### src/rtl/fpcmult_pkg.sv
// Shared types and constants for the complex fixed-point multiplier initiator.
// Provides the control-FSM state enum, the latency counter width and a saturating increment.
package fpcmult_pkg;

  localparam int unsigned LAT_W = 8;

  typedef enum logic [1:0] {
    IDLE,
    ISSUE,
    WAIT
  } state_e;

  function automatic logic [LAT_W-1:0] lat_sat_inc(input logic [LAT_W-1:0] lat);
    return (lat == '1) ? lat : lat + 1'b1;
  endfunction

endpackage

### src/rtl/fpcmult_resp_fifo.sv
// Result buffer: circular FIFO, power-of-two depth, registered storage.
// The head is read combinationally from storage.
module fpcmult_resp_fifo #(
  parameter int unsigned Width = 72,
  parameter int unsigned DEPTH = 4
) (
  input  logic                     clk,
  input  logic                     reset,
  input  logic                     push,
  input  logic [Width-1:0]         push_data,
  input  logic                     pop,
  output logic [Width-1:0]         head,
  output logic [$clog2(DEPTH):0]   count
);

  localparam int unsigned PtrW = $clog2(DEPTH);

  logic [Width-1:0] mem_q [DEPTH];
  logic [PtrW-1:0]  wr_ptr_q, rd_ptr_q;
  logic [PtrW:0]    count_q, count_d;
  logic             pop_ok;

  // The initiator reserves a slot before issuing, so push never sees a full buffer.
  assign pop_ok = pop && (count_q != '0);

  always_comb begin
    count_d = count_q;
    unique case ({push, pop_ok})
      2'b10:   count_d = count_q + 1'b1;
      2'b01:   count_d = count_q - 1'b1;
      default: count_d = count_q;
    endcase
  end

  always_ff @(posedge clk or negedge reset) begin
    if (!reset) begin
      wr_ptr_q <= '0;
      rd_ptr_q <= '0;
      count_q  <= '0;
    end else begin
      if (push)   wr_ptr_q <= wr_ptr_q + 1'b1;
      if (pop_ok) rd_ptr_q <= rd_ptr_q + 1'b1;
      count_q <= count_d;
    end
  end

  always_ff @(posedge clk) begin
    if (push) mem_q[wr_ptr_q] <= push_data;
  end

  assign head  = mem_q[rd_ptr_q];
  assign count = count_q;

endmodule

### src/rtl/fpcmult_initiator.sv
// Drives one request at a time into a complex multiplier, timestamps each response's
// latency and queues {cr, cc, lat} results in order for a downstream consumer.
module fpcmult_initiator
  import fpcmult_pkg::*;
#(
  parameter int unsigned n     = 32,
  parameter int unsigned d     = 16,
  parameter int unsigned DEPTH = 4
) (
  input  logic             clk,
  input  logic             reset,
  // Upstream operands
  input  logic             in_val,
  output logic             in_rdy,
  input  logic [n-1:0]     in_ar,
  input  logic [n-1:0]     in_ac,
  input  logic [n-1:0]     in_br,
  input  logic [n-1:0]     in_bc,
  // Request to multiplier
  output logic             m_recv_val,
  input  logic             m_recv_rdy,
  output logic [n-1:0]     m_ar,
  output logic [n-1:0]     m_ac,
  output logic [n-1:0]     m_br,
  output logic [n-1:0]     m_bc,
  // Response from multiplier
  input  logic             m_send_val,
  output logic             m_send_rdy,
  input  logic [n-1:0]     m_cr,
  input  logic [n-1:0]     m_cc,
  // Downstream results
  output logic             out_val,
  input  logic             out_rdy,
  output logic [n-1:0]     out_cr,
  output logic [n-1:0]     out_cc,
  output logic [LAT_W-1:0] out_lat,
  output logic [15:0]      ops_done
);

  localparam int unsigned CntW = $clog2(DEPTH) + 1;
  localparam int unsigned EntW = 2 * n + LAT_W;
  localparam logic [CntW-1:0] DepthCnt = CntW'(DEPTH);

  // d only describes the operand format for the multiplier; reject nonsensical setups.
  if (d > n || DEPTH < 2 || (DEPTH & (DEPTH - 1)) != 0) begin : g_bad_params
    $error("fpcmult_initiator: need d <= n and DEPTH a power of two >= 2");
  end

  state_e           state_q, state_d;
  logic [n-1:0]     ar_q, ac_q, br_q, bc_q;
  logic [LAT_W-1:0] lat_q, lat_d, lat_inc;
  logic [15:0]      ops_done_q;
  logic             in_hs, issue_hs, cap_hs;
  logic [CntW-1:0]  fifo_count;
  logic [EntW-1:0]  fifo_head;

  // Outstanding is always zero in IDLE, so the reservation reduces to count < DEPTH.
  assign in_rdy     = reset && (state_q == IDLE) && (fifo_count < DepthCnt);
  assign m_recv_val = (state_q == ISSUE);
  assign m_send_rdy = (state_q == WAIT);

  assign in_hs    = in_val && in_rdy;
  assign issue_hs = m_recv_val && m_recv_rdy;
  assign cap_hs   = m_send_val && m_send_rdy;
  assign lat_inc  = lat_sat_inc(lat_q);

  always_comb begin
    state_d = state_q;
    lat_d   = lat_q;
    unique case (state_q)
      IDLE: begin
        if (in_hs) state_d = ISSUE;
      end
      ISSUE: begin
        if (issue_hs) begin
          state_d = WAIT;
          lat_d   = '0;
        end
      end
      WAIT: begin
        lat_d = lat_inc;
        if (cap_hs) state_d = IDLE;
      end
      default: state_d = IDLE;
    endcase
  end

  always_ff @(posedge clk or negedge reset) begin
    if (!reset) begin
      state_q    <= IDLE;
      ar_q       <= '0;
      ac_q       <= '0;
      br_q       <= '0;
      bc_q       <= '0;
      lat_q      <= '0;
      ops_done_q <= '0;
    end else begin
      state_q <= state_d;
      lat_q   <= lat_d;
      if (in_hs) begin
        ar_q <= in_ar;
        ac_q <= in_ac;
        br_q <= in_br;
        bc_q <= in_bc;
      end
      if (cap_hs) ops_done_q <= ops_done_q + 16'd1;
    end
  end

  assign m_ar     = ar_q;
  assign m_ac     = ac_q;
  assign m_br     = br_q;
  assign m_bc     = bc_q;
  assign ops_done = ops_done_q;

  fpcmult_resp_fifo #(
    .Width (EntW),
    .DEPTH (DEPTH)
  ) u_resp_fifo (
    .clk       (clk),
    .reset     (reset),
    .push      (cap_hs),
    .push_data ({m_cr, m_cc, lat_inc}),
    .pop       (out_val && out_rdy),
    .head      (fifo_head),
    .count     (fifo_count)
  );

  assign out_val = reset && (fifo_count != '0);
  assign out_cr  = fifo_head[EntW-1 -: n];
  assign out_cc  = fifo_head[LAT_W +: n];
  assign out_lat = fifo_head[LAT_W-1:0];

endmodule

### config.mk
export PLATFORM = sky130hd
export DESIGN_NAME = fpcmult_initiator
export DESIGN_NICKNAME = d
export VERILOG_FILES = /design/src/rtl/fpcmult_pkg.sv /design/src/rtl/fpcmult_resp_fifo.sv /design/src/rtl/fpcmult_initiator.sv
export SDC_FILE = /design/constraint.sdc
export NUM_CORES = 1
export LEC_CHECK = 0
export CAP_MARGIN = 30
export CORE_ASPECT_RATIO = 0.75
export CORE_MARGIN = 5
export CORE_UTILIZATION = 40
export DETAILED_ROUTE_END_ITERATION = 10
export GPL_TIMING_DRIVEN = 0
export MAX_ROUTING_LAYER = met4
export PLACE_DENSITY = 0.67
export SETUP_SLACK_MARGIN = 0.3
export SLEW_MARGIN = 20
export SYNTH_ARGS = -nofsm -noshare
export SYNTH_HDL_FRONTEND = slang
export SYNTH_HIERARCHICAL = 1
export SYNTH_SLANG_ARGS = --single-unit
### constraint.sdc
create_clock -name clk -period 7.05 [get_ports clk]
set_input_delay 1.41 -clock clk [delete_from_list [all_inputs] [get_ports clk]]
set_output_delay 1.41 -clock clk [all_outputs]
set_load 0.005 [all_outputs]
==> flow_summary.toml, run 1 <==
[grt]
grt_pass1_wl_mm = 64.13
antenna_found_initial = 5
overflow = 0
grt_pass1_vias = 10129
track_usage = 0.1875
grt_max_degree = 76

[drt]
drt-pass1-iter-count = 4
antenna_left = 0
vias = 9384
via_per_inst = 4.939
drt_iter0_drc = 396
wl_mm = 43.16
drc = 0
post_drt_wl_per_cell_um = 22.72

[logic_synthesis]
synth_adder_area_share = 0.006347
synth_edf_count = 288
synth_flop_cell = "edfxtp_1"
synthArstFlopShare = 0.3586
synth-compound-area-share = 0.009446
synthDistinctLibCells = 42
synth_top_family_by_area = "multiplexers"
synthMuxAreaShare = 0.1832
yosys.area_share.simple = 0.02118
ys_seq_area_frac = 0.7477
syn_avg_cell_area_um2 = 20.68
yosysWarnings = 6
synth_nets = 1026
ys_ff_latch = 449
synth-xor-area-share = 0.01240
synthCells = 820
synth_area_mm2 = 0.01695

[clocking]
clockRootBuffer = "clkbuf_16"
cts_repair_resize_count = 0
post-cts-setup-buffer-count = 0
cts_tree = "built"
clock_sinks = 449
ctsHtreeMaxLevel = 2
clkLatencyLatePin_ns = 0.56
cts_buffers = 45
hold_buffers = 0
clk_pin_slew_ns = 0.06
cts_buffer_depth = 3

[setup_path]
criticalPathCategory = "input port to primary output"
cpPeakStageDelay_ns = 0.61
crit_fanout = 75
reg2regPathDepth = 4
crit_arrival_ns = 3.00
critPathLaunchType = "input port"
crit_path_end_kind = "primary output"
cp_slowest_cell = "clkdlybuf4s50_1"
required_ns = 5.64
cp_num_cells = 4
cpLargestDelayFamily = "buffers and inverters"
critical_path_buf_inv_count = 3
path_cells = "buf_8 > buf_16 > nor4b_4 > clkdlybuf4s50_1"

[status]
status = "complete, no violations"

[die]
die_x_um = 247.7
core-area_mm2 = 0.04197
die_area_mm2 = 0.04664
die_h_um = 188.3
start_util = 0.4040
io_pins = 418
fp-row-count = 65

[timing]
finalSetupTns_ns = 0
slew_headroom = 0.5653
rsz0062_at_grt = "false"
finalMaxSlewViolations = 0
finalHoldViolCount = 0
holdWs_ns = 0.4761
min_period_ns = 4.409
setup_viol = 0
skew_ns = 0.01613
tightestPinTransition_ns = 0.6520
finalCritPeriodShare = 0.6253
timing.fmax_mhz = 226.8

[finish]
fillers = 3270
area_growth_pct = 38.29
post-route-util = 0.5587
drive_above_1_share = 0.2353
final_area_mm2 = 0.02345
finalNetCount = 1496
fin_cells = 1900

[pwr]
peakVddDrop_uv = 213.6
leakagePower_uw = 0.008519
p_per_area_mw_per_mm2 = 383.3

[placement]
placed_cells = 1812
io_buffer_count = 417
place_area_mm2 = 0.02202
dp_hpwl_mm = 31.09
routabilityCongestion = 0.8390

[hold_path]
hold_depth = 1
hp-class = "flop to flop"

[run]
maxCapViolations = 0
[cells in the final DEF, fill, tap and decap left out, types with 8 or more instances in the layout]
cell type        count
buf_2               11
buf_6               20
clkbuf_1            10
clkbuf_16           45
clkdlybuf4s50_1    416
clkinv_1            11
clkinv_2             9
dfrtp_1            161
edfxtp_1           288
inv_1                9
mux2_2             130
mux4_2              72
nand2_1             20
nand3_1              9
nand4_1              8
nor2_1               8
xnor2_1             19
[path summary, 6_finish.rpt]
check	startpoint	to	slack, ns
hold reg to reg	ops_done[15]$_DFFE_PN0P_	ops_done[15]$_DFFE_PN0P_	0.48
max in group asynchronous	reset	m_br[12]$_DFFE_PN0P_	5.36
hold / removal	ops_done[15]$_DFFE_PN0P_	ops_done[15]$_DFFE_PN0P_	0.48
min in group asynchronous	reset	m_ar[31]$_DFFE_PN0P_	0.70
setup / recovery	reset	in_rdy	2.64
setup reg to reg	state_q[0]$_DFFE_PN0P_	u_resp_fifo/mem_q[0][42]$_DFFE_PP_	4.72
[through the flow]
stage	setup slack (ns)	total power, µW
detailed placement	2.629	6794
global placement	-3.410	6748
global route	2.496	9462
CTS	2.619	9126
finish	2.642	8986
floorplan	3.091	4906
[final cells by class]
| class | count | area [µm²] | area share |
|---|---|---|---|
| multi-input combinational | 327 | 3953 | 0.1686 |
| clock buffer | 59 | 1229 | 0.05241 |
| buffer | 34 | 296.5 | 0.01265 |
| clock inverter | 24 | 183.9 | 0.007845 |
| antenna | 5 | 12.51 | 0.0005337 |
| sequential | 449 | 12680 | 0.5407 |
| timing repair buffer | 423 | 4344 | 0.1853 |
| tap | 569 | 711.9 | 0.03037 |
| inverter | 10 | 37.54 | 0.001601 |
[routing by layer]
layer / global-route usage / vias up / part of all wire
met1: 0.2318 / 4847 / 0.40
met5: - / - / 0
met3: 0.06721 / 61 / 0.085
met4: 0.05354 / 0 / 0.025
li1: - / 4155 / -
met2: 0.2944 / 321 / 0.49
[report_power, final]
| group | internal, µW | leakage, µW | switching (µW) |
|---|---|---|---|
| Sequential | 3320 | 0.00456 | 261 |
| Combinational | 1940 | 0.00326 | 1170 |
| Clock | 1300 | 0.000699 | 991 |
[flip-flops by register name, summed over array words and instances, names as in the netlist]
name and count:
u_resp_fifo/mem_q 288, m_ac 32, m_ar 32, m_bc 32, m_br 32, ops_done 16
lat_q 8, u_resp_fifo/count 3, state_q 2, u_resp_fifo/rd_ptr_q 2, u_resp_fifo/wr_ptr_q 2
[kinds of logic after synthesis]
logic type | Yosys count
AOI/OAI and AO/OA | 25
xor gates and xnor gates | 24
adders and majority gates | 8
buffers and inverters | 44
DFF | 449
muxes | 204
and+or+nand+nor | 66
[Yosys cell counts (2+ instances only)]
cell | instances | area, µm²
a21oi_1 | 6 | 30.03
a311oi_1 | 2 | 17.52
and2_1 | 5 | 31.28
and3_1 | 4 | 25.02
and4_1 | 4 | 35.03
buf_2 | 11 | 55.05
buf_6 | 20 | 225.2
dfrtp_1 | 161 | 4029
edfxtp_1 | 288 | 8648
ha_1 | 7 | 87.58
inv_1 | 9 | 33.78
mux2_2 | 130 | 1464
mux2i_1 | 2 | 20.02
mux4_2 | 72 | 1622
nand2_1 | 20 | 75.07
nand3_1 | 9 | 45.04
nand4_1 | 8 | 50.05
nor2_1 | 8 | 30.03
nor2b_1 | 2 | 12.51
o21a_1 | 2 | 15.01
o21ai_0 | 6 | 30.03
o31a_1 | 2 | 17.52
xnor2_1 | 19 | 166.4
xor2_1 | 5 | 43.79
(Power assumes the default switching activity.)
==> inputs of run 2 (changes only) <==
PLACE_DENSITY = 0.7   (was 0.67)
clock period = 3.7 ns   (was 7.05 ns; I/O delays follow)
==> run 2 against run 1 <==
  * Sequential cell count did not move
  * Worst hold slack got worse by 0.33 ns
  * Sequential power rose by 90%
  * Via count fell by 0.20%
  * Register-to-register slack got worse by 3.4 ns
  * Setup slack got worse by 2.1 ns
  * Cell area barely moved
  * Clock skew rose by 0.0067 ns
  * Clock power rose by 95%
  * Critical path type is now flop to primary output
  * Critical endpoint is now out_lat[3]
  * Largest power group unchanged
  * Highest routed layer unchanged
==> flow_summary.toml, run 2 (synthesis gave the netlist of run 1 again) <==
[run]
maxCapViolations = 0

[die]
io_pins = 418
die_area_mm2 = 0.04664
die_h_um = 188.3
die_x_um = 247.7
core-area_mm2 = 0.04197
start_util = 0.4040
fp-row-count = 65

[setup_path]
crit_fanout = 10
path_cells = "buf_2 > buf_2 > mux4_2 > clkdlybuf4s50_1"
crit_arrival_ns = 2.38
cp_slowest_cell = "clkdlybuf4s50_1"
required_ns = 2.96
criticalPathCategory = "flop to primary output"
crit_path_frequent_cell = "buf_2"
cpPeakStageDelay_ns = 0.56
crit_path_end_kind = "primary output"
critPathLaunchType = "flop"

[drt]
post_drt_wl_per_cell_um = 22.87
wl_mm = 43.43
vias = 9365
drt-pass1-iter-count = 4
drt_iter0_drc = 362
via_per_inst = 4.932
antenna_left = 0
drc = 0

[clocking]
clk_pin_slew_ns = 0.06
clockRootBuffer = "clkbuf_16"
cts_buffer_depth = 3
clock_sinks = 449
cts_repair_resize_count = 0
cts_tree = "built"
post-cts-setup-buffer-count = 0
hold_buffers = 0
clkLatencyLatePin_ns = 0.55
cts_buffers = 45
ctsHtreeMaxLevel = 2

[timing]
rsz0062_at_grt = "false"
finalMaxSlewViolations = 0
min_period_ns = 3.121
finalCritPeriodShare = 0.8434
setup_viol = 0
skew_ns = 0.02286
slew_headroom = 0.5521
timing.fmax_mhz = 320.4
finalHoldViolCount = 0
finalSetupTns_ns = 0
tightestPinTransition_ns = 0.6718

[finish]
drive_above_1_share = 0.2356
final_cell_mix = "416 x clkdlybuf4s50_1, 288 x edfxtp_1, 161 x dfrtp_1"
area_growth_pct = 38.35
final_common_cell = "clkdlybuf4s50_1"
finalNetCount = 1495
fin_cells = 1899
largest_reg_flops = 288
top_register = "u_resp_fifo/mem_q"

[grt]
grt_max_degree = 96
grt_pass1_wl_mm = 64.87
overflow = 0
grt_pass1_vias = 10195
antenna_found_initial = 5
track_usage = 0.1896

[pwr]
peakVddDrop_uv = 506.6
power.total_uw = 17250
p_seq_frac = 0.395
p_int_uw = 12620
leakagePower_uw = 0.008534
clockPowerShare = 0.259
switching_share = 0.2681
p_comb_frac = 0.346
p_per_area_mw_per_mm2 = 735.4
switchingPower_uw = 4625

[hold_path]
hp-class = "input port to async pin"

[placement]
placed_cells = 1811
routabilityCongestion = 0.8239
io_buffer_count = 417
dp_hpwl_mm = 31.55

[status]
status = "complete, no violations"
==> run 2: cell count changes in the layout (fill, tap and decap cells not counted), sizes merged <==
cell,previous run,this run
buf,39,38
clkinv,22,18
clkbuf,61,62
diode,5,6
inv,10,11
bufinv,2,3
==> run 2: worst paths after layout <==
check,from,to,slack (ns),cells after the start
worst max-delay path,u_resp_fifo/rd_ptr_q[1]$_DFFE_PN0P_,out_lat[3],0.58,4
worst min-delay path,reset,m_ar[0]$_DFFE_PN0P_,0.15,1
worst max register to register,u_resp_fifo/count[2]$_DFFE_PN0P_,u_resp_fifo/count[2]$_DFFE_PN0P_,1.36,9
worst min register to register,ops_done[15]$_DFFE_PN0P_,ops_done[15]$_DFFE_PN0P_,0.47,1
max in group asynchronous,reset,m_br[12]$_DFFE_PN0P_,2.63,2
min in group clk,ops_done[15]$_DFFE_PN0P_,ops_done[15]$_DFFE_PN0P_,0.47,1
==> run 2: metal layers <==
layer / GRT usage / wire, µm / vias up
met5: - / 0 / -
met2: 0.3037 / 21450 / 336
met4: 0.06101 / 1367 / 0
li1: - / - / 4165
met3: 0.06424 / 3668 / 66
met1: 0.2285 / 16950 / 4798
==> run 2: worst max-delay path, delay by kind of cell, from the launching register on <==
kind	cells	cell delay, ns
buffers and inverters	3	1.17
flip-flops	1	0.32
multiplexers	1	0.35
==> run 2: cell type report <==
type | count | area, µm²
Antenna cell | 6 | 15.01
Timing Repair Buffer | 422 | 4309
Tap cell | 569 | 711.9
Multi-Input combinational cell | 327 | 3953
Fill cell | 3340 | 18510
Inverter | 10 | 37.54
Buffer | 34 | 296.5
Clock buffer | 60 | 1265
Sequential cell | 449 | 12680
Clock inverter | 22 | 190.2
==> run 2: power groups by stage <==
stage	clock [µW]	sequential, µW	combinational [µW]
floorplan	0	6910	2440
detailed placement	0	6900	6100
CTS	4600	6820	6140
finish	4460	6810	5970
global route	4830	6930	6370
global placement	0	6880	6030
==> run 2: per-stage QoR <==
| stage | area (µm²) | utilization | hold slack (ns) | setup WS [ns] |
|---|---|---|---|---|
| after floorplan | 16950 | - | 0.4444 | 0.4113 |
| after global placement | 21840 | 0.5204 | 0.4631 | -5.349 |
| after detailed placement | 21980 | 0.5239 | 0.4656 | 0.6081 |
| after CTS | 23440 | 0.5586 | 0.1368 | 0.4588 |
| after global routing | 23450 | 0.5588 | 0.1694 | 0.3855 |
| final | 23460 | 0.5589 | 0.1498 | 0.5793 |
